### config.mk
export PLATFORM = sky130hd
export DESIGN_NAME = crossbar_sched_4x4
export DESIGN_NICKNAME = d
export VERILOG_FILES = /design/src/rtl/crossbar_sched_4x4.sv
export SDC_FILE = /design/constraint.sdc
export NUM_CORES = 1
export LEC_CHECK = 0
export BUFFER_PORTS_ARGS = -buffer_cell sky130_fd_sc_hd__buf_4
export CORE_ASPECT_RATIO = 0.6
export CORE_MARGIN = 4
export CORE_UTILIZATION = 53
export CTS_CLUSTER_SIZE = 25
export DETAILED_ROUTE_END_ITERATION = 8
export PLACE_DENSITY = 0.8
export RECOVER_POWER = 25
export SYNTH_ARGS = -nofsm -noshare
export SYNTH_HDL_FRONTEND = slang
export SYNTH_SLANG_ARGS = --single-unit
### constraint.sdc
create_clock -name clk -period 4.4 [get_ports clk]
set_input_delay 0 -clock clk [delete_from_list [all_inputs] [get_ports clk]]
set_output_delay 0 -clock clk [all_outputs]
set_load 0.005 [all_outputs]
### src/rtl/crossbar_sched_4x4.sv
// Slot scheduler for a 4x4 crossbar built from five 2x2 pass/swap elements.
// Optional per-input grant counters are enabled with `define XBAR_STATS_EN.
module crossbar_sched_4x4 #(
  parameter int SLOT_LEN = 4,
  parameter int PTR_W    = 2
) (
  input  logic       clk,
  input  logic       rst_n,
  input  logic [3:0] req_valid,
  input  logic [7:0] req_dest,
  output logic [3:0] req_ready,
  output logic [4:0] xbar_ctrl,
  output logic [3:0] out_valid,
  output logic       busy
`ifdef XBAR_STATS_EN
  ,
  output logic [63:0] grant_cnt
`endif
);

  localparam int CNT_W = (SLOT_LEN > 1) ? $clog2(SLOT_LEN) : 1;

  typedef enum logic {IDLE, HOLD} state_t;

  state_t           state, state_nxt;
  logic [PTR_W-1:0] ptr;
  logic [CNT_W-1:0] cnt;
  logic [3:0][1:0]  dst;

  for (genvar i = 0; i < 4; i++) begin : g_dst
    assign dst[i] = req_dest[2*i +: 2];
  end

  // Round-robin greedy pick: the per-pair limits keep the set routable.
  logic [3:0]       grant, used;
  logic             a_r, b_l, found, is_a;
  logic [PTR_W-1:0] idx, first;
  logic [1:0]       d;

  always_comb begin
    grant = '0;
    used  = '0;
    a_r   = 1'b0;
    b_l   = 1'b0;
    found = 1'b0;
    first = ptr;
    idx   = ptr;
    d     = '0;
    is_a  = 1'b0;
    for (int k = 0; k < 4; k++) begin
      idx  = ptr + PTR_W'(k);
      d    = dst[idx];
      is_a = ~idx[1];
      if (req_valid[idx] && !used[d] && !(is_a && d[1] && a_r) && !(!is_a && !d[1] && b_l)) begin
        grant[idx] = 1'b1;
        used[d]    = 1'b1;
        if (is_a && d[1])   a_r = 1'b1;
        if (!is_a && !d[1]) b_l = 1'b1;
        if (!found) begin
          found = 1'b1;
          first = idx;
        end
      end
    end
  end

  // Element settings for the chosen set.
  logic       a0l, a0r, a1l, a1r, b2l, b2r, b3l, b3r;
  logic [1:0] a_up, a_lo, b_up, b_lo, mid_l, mid_r;
  logic [4:0] ctrl_nxt;

  always_comb begin
    a0l = grant[0] & ~dst[0][1];
    a0r = grant[0] &  dst[0][1];
    a1l = grant[1] & ~dst[1][1];
    a1r = grant[1] &  dst[1][1];
    b2l = grant[2] & ~dst[2][1];
    b2r = grant[2] &  dst[2][1];
    b3l = grant[3] & ~dst[3][1];
    b3r = grant[3] &  dst[3][1];
    ctrl_nxt    = '0;
    ctrl_nxt[2] = a0r | a1r | b2l | b3l;
    ctrl_nxt[0] = a0r | (~a0l & a1l);
    ctrl_nxt[3] = b3l | (~b3r & b2r);
    a_up  = ctrl_nxt[0] ? 2'd1 : 2'd0;
    a_lo  = ctrl_nxt[0] ? 2'd0 : 2'd1;
    b_up  = ctrl_nxt[3] ? 2'd3 : 2'd2;
    b_lo  = ctrl_nxt[3] ? 2'd2 : 2'd3;
    mid_l = ctrl_nxt[2] ? b_up : a_lo;
    mid_r = ctrl_nxt[2] ? a_lo : b_up;
    ctrl_nxt[1] = (grant[mid_l] && dst[mid_l] == 2'd0) || (grant[a_up] && dst[a_up] == 2'd1);
    ctrl_nxt[4] = (grant[b_lo] && dst[b_lo] == 2'd2) || (grant[mid_r] && dst[mid_r] == 2'd3);
  end

  always_ff @(posedge clk or negedge rst_n) begin
    if (!rst_n) state <= IDLE;
    else        state <= state_nxt;
  end

  always_comb begin
    state_nxt = state;
    case (state)
      IDLE:    if (|grant) state_nxt = HOLD;
      HOLD:    if (cnt == CNT_W'(SLOT_LEN - 1)) state_nxt = IDLE;
      default: state_nxt = IDLE;
    endcase
  end

  always_comb begin
    busy = (state == HOLD);
  end

  always_ff @(posedge clk or negedge rst_n) begin
    if (!rst_n) begin
      ptr       <= '0;
      cnt       <= '0;
      req_ready <= '0;
      xbar_ctrl <= '0;
      out_valid <= '0;
    end else begin
      req_ready <= '0;
      if (state == IDLE) begin
        if (|grant) begin
          req_ready <= grant;
          xbar_ctrl <= ctrl_nxt;
          out_valid <= used;
          ptr       <= first + 1'b1;
          cnt       <= '0;
        end
      end else if (cnt == CNT_W'(SLOT_LEN - 1)) begin
        xbar_ctrl <= '0;
        out_valid <= '0;
      end else begin
        cnt <= cnt + 1'b1;
      end
    end
  end

`ifdef XBAR_STATS_EN
  logic [3:0][15:0] stat_cnt;
  for (genvar i = 0; i < 4; i++) begin : g_stat
    always_ff @(posedge clk or negedge rst_n) begin
      if (!rst_n)                                   stat_cnt[i] <= '0;
      else if (req_ready[i] && stat_cnt[i] != '1)   stat_cnt[i] <= stat_cnt[i] + 1'b1;
    end
  end
  assign grant_cnt = stat_cnt;
`endif

endmodule

==> tab_implementation.tex <==
\begin{tabular}{lr}
\hline
Metric & Value \\
\hline
\multicolumn{2}{l}{\textbf{Synthesis}} \\
Area fraction in compound gates after synthesis & 31.7\% \\
Count of synthesis-stage warnings from yosys & 0 \\
EDFF count, synth & 0 \\
Xor and xnor area share after synthesis & 1.68\% \\
Async SR Flop Fraction & 100\% \\
Syn Std Cell Area & roughly 0.0021 mm\^{}2 \\
Prevailing post-synth register cell & dfrtp\_1 \\
Adder-Cell Fraction of Synth Area & 3.00\% \\
Post-synthesis share of cell area spent on and, or, nand and nor gates & 21.1\% \\
Total nets after synthesis & 251 \\
Multiplexer share of the synthesized area & 16.0\% \\
Cell type with the largest total area after synthesis & dfrtp\_1 \\
Number of distinct library cell variants in the gate-level netlist after synthesis & 73 \\
Syn Area/Cell & 8.99 um\^{}2 \\
Share of the synthesized area in the top cell type & 21.6\% \\
Number of synthesized register bits & 18 \\
Register area share after synthesis & 21.6\% \\
Dominant combinational cell family by area after synthesis & compound AO/OA/AOI/OAI gates \\
Gate Count Post-Synth & 232 \\
Most area-consuming cells after synthesis & dfrtp\_1 22\%, mux4\_2 13\%, nand2\_1 4.7\% \\
\multicolumn{2}{l}{\textbf{Critical path}} \\
CP max FO & 10 \\
Req. time, crit path & about 4600 ps \\
Sequence of cells on the critical path & inv\_1 -> ha\_1 -> buf\_4 -> or4\_4 -> o211ai\_2 -> o32ai\_2 -> o311ai\_4 -> a21oi\_2 -> a31oi\_1 -> nor2b\_1 -> o41a\_1 -> o211ai\_2 \\
Critical Path End Type & register \\
Type of the worst setup path & register to register \\
Critical Path Source Type & register \\
Most common cell on crit path & o211ai\_2 \\
WP buf/inv & 2 \\
Arr. time, crit path & 4100 ps \\
Slowest library cell on the worst path & or4\_4 \\
Largest stage delay on the critical path & 600 ps \\
CP delay by family, top & compound AO/OA/AOI/OAI gates \\
\multicolumn{2}{l}{\textbf{Clock tree}} \\
CTS Buf Count & 3 \\
Clock tree from TritonCTS & built \\
Clock latency on the worst-skew pair & 260 ps \\
CTS H-tree lvls & 1 \\
Deepest clock path buffer count & 2 \\
Post-CTS sizing & 0 \\
Count of clock tree sinks & 18 \\
CTS root buffer & clkbuf\_8 \\
Clock slew at the register clock pins of the worst setup and hold paths & about 70 ps \\
\multicolumn{2}{l}{\textbf{Floorplanning}} \\
Die W & 89.0 um \\
Standard-cell row count & 17 \\
Starting density of the core & approximately 56\% \\
Chip height & 56.6 um \\
Io pins & 28 \\
Area enclosed by the die boundary & just over 0.005 mm\^{}2 \\
Core region area & $\sim$0.0037 mm\^{}2 \\
\multicolumn{2}{l}{\textbf{Timing}} \\
Number of endpoints failing setup at the final stage & 0 \\
Relative slew slack & a little over a third \\
Fin. Hold Viols & 0 \\
F\_max & about 250 MHz \\
Fraction of the cycle the final worst path needs & 89.2\% \\
Slew Viols, Final & 0 \\
Actual slew at the worst max-slew pin & 970 ps \\
Setup repair after global routing missed its margin & false \\
Setup total negative slack & 0 ps \\
Min cycle time layout & 3920 ps \\
Post-Route Skew & 0.952 ps \\
\multicolumn{2}{l}{\textbf{Place}} \\
Placer's final routability congestion estimate & around 0.96 \\
Port Buf Inserts & 27 \\
HPWL Detailed & 4430 um \\
\multicolumn{2}{l}{\textbf{Layout}} \\
Number of nets in the final layout & 276 \\
Antenna fix cells & 0 \\
Most common library cell in the layout ignoring fill and taps & buf\_4 \\
Layout-stage area growth over the synthesis result & 14.1\% \\
Commonest cells after routing, fill and taps aside & 30 x buf\_4, 26 x nand2\_1, 20 x nor2\_1 \\
Layout cell share with drive strength beyond 1 & approximately 27\% \\
Fillcell total & 323 \\
\multicolumn{2}{l}{\textbf{GRT}} \\
GRT Residual Overflow & 0 \\
Number of global-route vias before repair & 1864 \\
Pin count of the biggest net entering global routing & 19 \\
First-pass GRT wire length & 9730 um \\
Global router's overall resource usage & $\sim$24\% \\
Number of antenna violations at the first check in global routing & 0 \\
\multicolumn{2}{l}{\textbf{Drt}} \\
Remaining number of nets flagged by the antenna check after routing & 0 \\
Violation count after the first detailed-routing iteration & 389 \\
Vias per cell & about 7 \\
Total vias in the final route & 2131 \\
Average wire length per cell after detail routing & about 19 um \\
Number of DRC violations after detailed routing & 0 \\
Total wire length after detailed routing & 5790 um \\
Number of search-and-repair iterations in the first detailed-routing pass & 7 \\
\multicolumn{2}{l}{\textbf{Min path}} \\
Worst hold-check path type & primary input to register \\
\multicolumn{2}{l}{\textbf{Run}} \\
Max-cap viol count & 0 \\
\multicolumn{2}{l}{\textbf{Status}} \\
Outcome & finished, final reports clean \\
\hline
\end{tabular}
[cells in the mapped netlist (3+ instances only)]
cell type,instances
a21o_1,3
mux4_2,12
a2111oi_0,3
nor2_1,20
o31ai_1,3
dfrtp_1,18
o21ai_1,5
o21ai_0,8
a22o_1,3
mux2i_1,4
nand3_1,6
inv_1,10
o211ai_2,3
or3_1,4
or4_1,3
ha_1,5
a31oi_1,4
nand2_1,26
or2_2,3
a21oi_1,8
nor2b_1,4
o41ai_1,3
a22oi_1,3
clkbuf_1,7
a221oi_1,4
[kinds of logic (layout without fill, tap and decap cells)]
family / Yosys count / in the layout
buf+inv: 24 / 48
simple gates: 84 / 84
fa+ha+maj: 5 / 5
flops: 18 / 18
mux: 18 / 18
xor+xnor: 4 / 4
compound gates: 79 / 79
[sequential cells by signal, indices dropped and copies added, names as in the netlist]
signal / flops
cnt: 2
req_ready: 4
busy: 1
out_valid: 4
xbar_ctrl: 5
ptr: 2
[final cells by class]
cell class	count	area (um^2)	area share [%]
clock buffers	4	55.1	2.31
inverters	12	45.0	1.89
multi-input cells	190	1530	64.4
flip-flops and latches	18	450	18.9
well taps	47	58.8	2.47
repair buffers	32	239	10.0
[per-layer routing]
layer	share of wire, %	GRT usage, %	vias to the layer above
met4	0.59	1.06	0
met3	15	9.53	8
met2	39	31.0	160
met1	45	40.1	1015
li1	-	-	948
met5	0	0	-
[worst reg2reg max path, cell delays in order, from the launching register on]
cell and delay (ps):
dfrtp_1 380, inv_1 140, ha_1 350, buf_4 210, or4_4 600, o211ai_2 140
o32ai_2 190, o311ai_4 420, a21oi_2 190, a31oi_1 460, nor2b_1 140, o41a_1 450
o211ai_2 180
[what timing repair did]
action / in CTS / in global routing
hold buffers: 1 / 0
setup buffers: 0 / 0
setup endpoints to repair: 0 / 0
endpoints found under the hold margin: 18 / 0
[per-stage QoR]
step | cells | util, % | instance area (um^2) | hold slack (ps) | setup WS, ps
2_1_floorplan | 232 | - | 2090 | -296 | 328
3_3_place_gp | 298 | 62.3 | 2320 | -119 | 620
3_5_place_dp | 298 | 62.3 | 2320 | -118 | 575
4_1_cts | 303 | 64.0 | 2380 | 112 | 536
5_1_grt | 303 | 63.9 | 2380 | 151 | 182
6_report | 303 | 63.9 | 2380 | 112 | 477
[worst paths after layout]
check / startpoint / to / depth (start not counted) / slack, ps
max in group asynchronous: rst_n / ptr[0]$_DFFE_PN0P_ / 2 / 3400
setup / recovery: ptr[0]$_DFFE_PN0P_ / xbar_ctrl[4]$_DFFE_PN0P_ / 12 / 480
setup reg to reg: ptr[0]$_DFFE_PN0P_ / xbar_ctrl[4]$_DFFE_PN0P_ / 12 / 480
hold reg to reg: out_valid[2]$_DFFE_PN0P_ / out_valid[2]$_DFFE_PN0P_ / 2 / 520
hold / removal: req_dest[6] / xbar_ctrl[1]$_DFFE_PN0P_ / 3 / 110
min in group asynchronous: rst_n / xbar_ctrl[3]$_DFFE_PN0P_ / 2 / 410
Power is left out: the tool's default activity adds up to more than one toggle a clock period on the data nets, which glitch-free logic cannot reach.
